### src/rtl/wrldgen.sv
// wrldgen: write-strobe generator for a bank of eight load-enabled registers.
//
// A write request is accepted only in IDLE. Acceptance latches the target
// index and the data, and pulses wack. The data is then presented on dout for
// SETUP_CYC cycles before a one-cycle one-hot load strobe on ld. It stays
// stable for HOLD_CYC cycles after the strobe. stall freezes the SETUP and
// HOLD counters.
//
// Ports:
//   clk_i    in   1   clock, rising edge
//   reset_i  in   1   asynchronous active-high reset
//   wreq_i   in   1   write request, held high until wack_o
//   addr_i   in   3   target register index, sampled at acceptance
//   din_i    in  16   write data, sampled at acceptance
//   stall_i  in   1   freezes the SETUP/HOLD counters while high
//   wack_o   out  1   one-cycle acceptance pulse
//   dout_o   out 16   data to the d inputs of all target registers
//   ld_o     out  8   one-hot load strobes (bit n -> register n)
//   busy_o   out  1   high whenever the state is not IDLE
module wrldgen #(
  parameter int SETUP_CYC = 1,  // 0..3
  parameter int HOLD_CYC  = 1   // 0..3
) (
  input  logic        clk_i,
  input  logic        reset_i,
  input  logic        wreq_i,
  input  logic [2:0]  addr_i,
  input  logic [15:0] din_i,
  input  logic        stall_i,
  output logic        wack_o,
  output logic [15:0] dout_o,
  output logic [7:0]  ld_o,
  output logic        busy_o
);

  typedef enum logic [1:0] {IDLE, SETUP, LOAD, HOLD} state_t;

  // Counter reload values; the phase with zero cycles is skipped entirely,
  // so its reload value is never used.
  localparam logic [1:0] SETUP_INIT = 2'((SETUP_CYC > 0) ? SETUP_CYC - 1 : 0);
  localparam logic [1:0] HOLD_INIT  = 2'((HOLD_CYC > 0) ? HOLD_CYC - 1 : 0);

  state_t      state_q;
  logic [1:0]  cnt_q;
  logic [2:0]  areg_q;
  logic [15:0] dout_q;
  logic [7:0]  ld_q;
  logic        wack_q;

  always_ff @(posedge clk_i or posedge reset_i) begin
    if (reset_i) begin
      state_q <= IDLE;
      cnt_q   <= 2'd0;
      areg_q  <= 3'd0;
      dout_q  <= 16'h0000;
      ld_q    <= 8'h00;
      wack_q  <= 1'b0;
    end else begin
      // Both strobes are single-cycle pulses by default.
      wack_q <= 1'b0;
      ld_q   <= 8'h00;
      case (state_q)
        IDLE: begin
          if (wreq_i) begin
            areg_q <= addr_i;
            dout_q <= din_i;
            wack_q <= 1'b1;
            if (SETUP_CYC == 0) begin
              // No setup phase: strobe straight away, using the incoming
              // index since areg_q is being loaded on this same edge.
              state_q <= LOAD;
              ld_q    <= 8'b0000_0001 << addr_i;
            end else begin
              state_q <= SETUP;
              cnt_q   <= SETUP_INIT;
            end
          end
        end
        SETUP: begin
          if (!stall_i) begin
            if (cnt_q == 2'd0) begin
              state_q <= LOAD;
              ld_q    <= 8'b0000_0001 << areg_q;
            end else begin
              cnt_q <= cnt_q - 2'd1;
            end
          end
        end
        LOAD: begin
          // LOAD always lasts exactly one cycle; stall is deliberately ignored.
          if (HOLD_CYC == 0) begin
            state_q <= IDLE;
          end else begin
            state_q <= HOLD;
            cnt_q   <= HOLD_INIT;
          end
        end
        HOLD: begin
          if (!stall_i) begin
            if (cnt_q == 2'd0) begin
              state_q <= IDLE;
            end else begin
              cnt_q <= cnt_q - 2'd1;
            end
          end
        end
        default: state_q <= IDLE;
      endcase
    end
  end

  assign wack_o = wack_q;
  assign dout_o = dout_q;
  assign ld_o   = ld_q;
  assign busy_o = (state_q != IDLE);

endmodule

### config.mk
export PLATFORM = sky130hd
export DESIGN_NAME = wrldgen
export DESIGN_NICKNAME = d
export VERILOG_FILES = /design/src/rtl/wrldgen.sv
export SDC_FILE = /design/constraint.sdc
export NUM_CORES = 1
export LEC_CHECK = 0
export BUFFER_PORTS_ARGS = -buffer_cell sky130_fd_sc_hd__buf_2
export CAP_MARGIN = 20
export CORE_ASPECT_RATIO = 0.5
export CORE_MARGIN = 4
export CORE_UTILIZATION = 30
export DETAILED_ROUTE_END_ITERATION = 8
export MAX_ROUTING_LAYER = met4
export PLACE_DENSITY_LB_ADDON = 0.3
export SLEW_MARGIN = 20
export SYNTH_ARGS = -nofsm -noshare
export SYNTH_HDL_FRONTEND = slang
export SYNTH_SLANG_ARGS = --single-unit
### constraint.sdc
create_clock -name clk_i -period 1.9 [get_ports clk_i]
set_clock_uncertainty 0.15 [all_clocks]
set_input_delay 0.38 -clock clk_i [delete_from_list [all_inputs] [get_ports clk_i]]
set_output_delay 0.38 -clock clk_i [all_outputs]
set_load 0.005 [all_outputs]
[Word-level counts from Yosys, hierarchy flattened]
Index checks and enable logic that the tools add are counted.
Cells by class
  reduce and logical (&&, ||, !) cells: 7
  mux-type cells: 15
  equal/unequal tests: 10
  shift-type cells: 1
  add/sub/neg operators: 1
Operators with widths (count)
  8-bit two-way mux: 3
  2-bit two-way mux: 8
  2-bit != test (second input constant): 7
  2-bit case mux with 4 select lines: 1
  1-bit by 3-bit left shift with 8-bit output (first input constant): 1
  2-bit case mux with 3 select lines: 1
  5-bit AND reduction: 1
  2-bit == test (second input constant): 2
  2-bit zero test: 2
  3-bit AND reduction: 1
  2-bit by 1-bit == test with 1-bit output (second input constant): 1
  1-bit two-way mux: 2
  2-bit AND reduction: 1
  2-bit nonzero test: 1
  2-bit OR reduction: 1
  2-bit by 1-bit subtractor with 2-bit output (second input constant): 1
Storage, ports and cells
  register bits: 32
  output and inout bits: 26

[Longest topological paths before layout]
  depth in word-level cells: 4
  mapped depth: 5
  mapped depth without buffers: 5

[Least setup slack after synthesis]
Ideal clock, no wire load.
  path kind: reg-to-reg
  from: register state_q[0]
  to: register areg_q[2]
  stages on the path, launching flop included: 6
  slack: 0.321 ns
  period minus slack after synthesis: 1.579 ns
  data arrival time: 1.303 ns
  data required time: 1.625 ns
  library setup time: 0.125 ns
  cells stage by stage: dfrtp_1 inv_1 ha_1 nand2_1 buf_6 mux2_4
On the way
  longest elaborated chain between the ends: 2
RTL lines
  start: declaration: line 43  | state_t state_q;
  start signal: assignment: line 52  | state_q <= IDLE;
  start signal: assignment: line 71  | state_q <= LOAD;
  start signal: assignment: line 74  | state_q <= SETUP;
  2-bit zero test: line 62  | case (state_q)
  2-bit AND reduction (no source line)
  end signal: assignment: line 65  | areg_q <= addr_i;
  end: declaration: line 45  | logic [2:0] areg_q;
Every way passes these cells.
A chain may end at the register's enable or synchronous reset.

[Final worst setup path]
  from: register state_q[0]
  to: output busy_o
On the way
  longest elaborated chain between the ends: 1
RTL lines
  2-bit nonzero test: line 115  | assign busy_o = (state_q != IDLE);
  end: declaration: line 33  | output logic busy_o
Every way passes these cells.

==> Flow_metrics.wiki <==
{| class="wikitable"
! Metric !! Value
|-
| Result of the run || completed
|-
| Worst-case register-to-register setup slack || 0.24 ns
|-
| Residual DRC count || 0
|-
| Leading cell type in the layout, fill and taps excluded || sky130_fd_sc_hd__buf_2
|-
| Achievable frequency || 0.557 GHz
|-
| Largest area contributor in the netlist || sky130_fd_sc_hd__dfrtp_1
|-
| Post-route clock period utilization || 0.945
|-
| Max stage delay cell, worst path || sky130_fd_sc_hd__dfrtp_2
|-
| Clock-pin transition on the worst setup and hold timing paths || 0.06 ns
|-
| Cell row count || 17
|-
| Standard cell core area || 4470 um^2
|-
| # clock sinks || 32
|-
| Count of endpoints failing hold in the final timing report || 0
|-
| Total negative slack for setup checks || 0 ns
|-
| Number of instances resized during post-cts repair || 0
|-
| Post-Syn Instances || 100
|-
| Grt ovf || 0
|-
| Data required time at the worst endpoint || 1.37 ns
|-
| Area of combinational cells with multiple inputs || 567 um^2
|-
| Worst slew pin tran || 0.405 ns
|-
| VDD IR-drop max || 0.305 mV
|-
| Share of the synthesized area in compound gates (AO/OA/AOI/OAI) || 0.0274
|-
| Number of distinct library cells after synthesis || 19
|-
| Highest fanout seen on the critical path || 6
|-
| Number of max-cap violations || 0
|-
| Antenna diode count || 0
|-
| Pwr per Cell Area || 1520 nW/um^2
|-
| Largest family of logic cells by synthesized area || multiplexers
|-
| Yosys warnings || 0
|-
| Area taken by flip-flops and latches || 802 um^2
|-
| Level count of the clock H-tree || 2
|-
| Leakage power || 0.989 nW
|-
| Buffer levels on the longest clock path || 2
|-
| Die area || 5950 um^2
|-
| Sum of routed wire length over all layers || 2740 um
|-
| Simple-Gate Fraction of Synth Area || 0.0786
|-
| Crit Reg-Reg Startpoint || state_q[0]
|-
| Max-Slew Margin vs Limit || 0.730
|-
| Vert. Die Dim || 56.6 um
|-
| Worst Setup Path Type || reg -> out
|-
| Antenna violations before repair || 0
|-
| Worst flop-to-flop path endpoint || dout_o[9]
|-
| Detailed Routing Iterations Pass 1 || 4
|-
| Number of post-CTS setup repair buffers || 0
|-
| Wire length of the first global-routing pass || 4690 um
|-
| Depth of the most critical reg-to-reg path || 5
|-
| Horizontal extent of the die || 105 um
|-
| Startpoint type of the worst setup path || register
|-
| Area share of the leading cell type in the synthesized netlist || 0.565
|-
| Number of filler instances in the final layout || 437
|-
| Setup violators final || 0
|-
| Clock Latency Late Sink || 0.27 ns
|-
| Post-synthesis share of cell area spent on full adders, half adders and majority gates || 0.0707
|-
| Vias in the first global route || 994
|-
| Placer's final routability congestion estimate || 0.707
|-
| Arrival time at the worst endpoint || 1.27 ns
|-
| Final Hold Slack || 0.0350 ns
|-
| Biggest cell delay along the critical path || 0.44 ns
|-
| CP endpoint kind || primary output
|-
| Number of vias per cell after detailed routing || 4.38
|-
| Total nets after synthesis || 131
|-
| Number of buffers inserted for hold repair after clock tree synthesis || 0
|-
| Total count of max-transition violations in the final report || 0
|-
| Cell area after technology mapping || 1420 um^2
|-
| Most frequent cells in the layout || sky130_fd_sc_hd__buf_2, sky130_fd_sc_hd__dfrtp_1, sky130_fd_sc_hd__mux2_4, sky130_fd_sc_hd__nor2_1, sky130_fd_sc_hd__ha_1
|-
| Sequential-to-total area share from yosys stat || 0.565
|-
| WL per Instance || 12.9 um
|-
| Root Buffer Master || sky130_fd_sc_hd__clkbuf_8
|-
| Ordered cell list for the critical path || inv_1 > ha_1 > inv_1 > buf_2
|-
| Avg Cell Area, Syn || 14.2 um^2
|-
| Clock tree from TritonCTS || built
|-
| Global-route usage over all layers || 0.102
|-
| Area added between synthesis and finish || 27.6%
|-
| Cell occurring most often along the worst timing path || sky130_fd_sc_hd__inv_1
|-
| DRC violation total after the first TritonRoute iteration || 33
|-
| Critical path buffers and inverters || 3
|-
| Final min period || 1.80 ns
|-
| Register bit count reported by yosys || 32
|-
| Via Count || 934
|-
| Top post-synthesis cells by area || sky130_fd_sc_hd__dfrtp_1, sky130_fd_sc_hd__mux2_4, sky130_fd_sc_hd__ha_1, sky130_fd_sc_hd__nor2_1, sky130_fd_sc_hd__inv_1
|-
| Mux contribution to synthesized area || 0.223
|-
| Fraction of layout instances using a drive strength above 1 || 0.506
|-
| Post-detailed-placement half-perimeter wirelength || 2050 um
|-
| Post-layout net count || 187
|-
| Total of buffers placed on input and output ports || 48
|-
| Setup repair after global routing missed its margin || false
|-
| I/O pin count || 49
|-
| Dominant delay contributor by cell family on the critical path || flip-flops
|-
| Xor and xnor fraction of the mapped netlist area || 0
|-
| Effective utilization at floorplan || 0.317
|-
| Pin count of the biggest net entering global routing || 33
|-
| Hold WC Path Type || in -> async
|-
| Num CTS Buffers || 5
|-
| Number of routed nets with antenna violations || 0
|}
per-layer routing:
| layer | track usage | part of all wire |
|---|---|---|
| met1 | 0.121 | 0.45 |
| met2 | 0.170 | 0.51 |
| met3 | 0.0333 | 0.030 |
| met4 | 0.0280 | 0.0077 |
| met5 | - | 0 |
sequential cells by signal, indices dropped and copies added, names as in the netlist:
register / cells
dout_o: 16
areg_q: 3
cnt_q: 2
ld_o: 8
wack_o: 1
state_q: 2
worst reg2reg max path, stage by stage (launching register included):
cell and delay [ns]:
sky130_fd_sc_hd__dfrtp_2 0.41, sky130_fd_sc_hd__inv_1 0.10, sky130_fd_sc_hd__ha_1 0.24, sky130_fd_sc_hd__nand2_1 0.09
sky130_fd_sc_hd__buf_4 0.24, sky130_fd_sc_hd__mux2_4 0.33
cells by family after synthesis:
kind of cell / after synthesis
fa+ha+maj: 8
flops: 32
simple gates: 24
compound gates: 5
mux: 22
buf+inv: 9
how the worst max path moves through the flow:
stage                from          to  slack [ns]  cells after the start
2_1_floorplan  state_q[0]   areg_q[2]        0.32                      5
3_3_place_gp   state_q[0]  dout_o[14]        0.24                      5
3_5_place_dp   state_q[0]   dout_o[6]        0.19                      5
4_1_cts        state_q[0]      busy_o        0.08                      4
5_1_grt        state_q[0]      busy_o        0.02                      4
6_report       state_q[0]      busy_o        0.10                      4
synthesized netlist by cell type (all sizes together):
library cell,count
a21oi,1
a32oi,1
buf,2
dfrtp,32
ha,8
inv,7
mux2,20
mux2i,2
nand2,4
nand2b,3
nand3,3
nand4b,1
nor2,11
nor3,2
o211ai,1
o21ai,1
o21bai,1
metrics by stage:
step                      instance area [um^2]  std cells  utilization  setup slack [ns]  power [W]
after CTS                                 1810        213        0.404            0.0776    0.00280
after global routing                      1810        213        0.404            0.0165    0.00298
final                                     1810        213        0.404             0.105    0.00275
after floorplan                           1420        100            -             0.321    0.00192
after detailed placement                  1730        206        0.387             0.189    0.00230
after global placement                    1730        206        0.387             0.236    0.00227
power by group:
group	internal, W	switching [W]
Sequential	0.000950	0.000172
Clock	0.000249	0.000228
Combinational	0.000674	0.000482
Total	0.00187	0.000882
layout make-up:
class,count,share of cell area
clock buffers,6,0.0402
inverters,7,0.0145
repair buffers,51,0.145
clock inverters,1,0.00277
well taps,57,0.0395
multi-input cells,59,0.314
flip-flops and latches,32,0.444
Power figures use the tool's default switching activity.
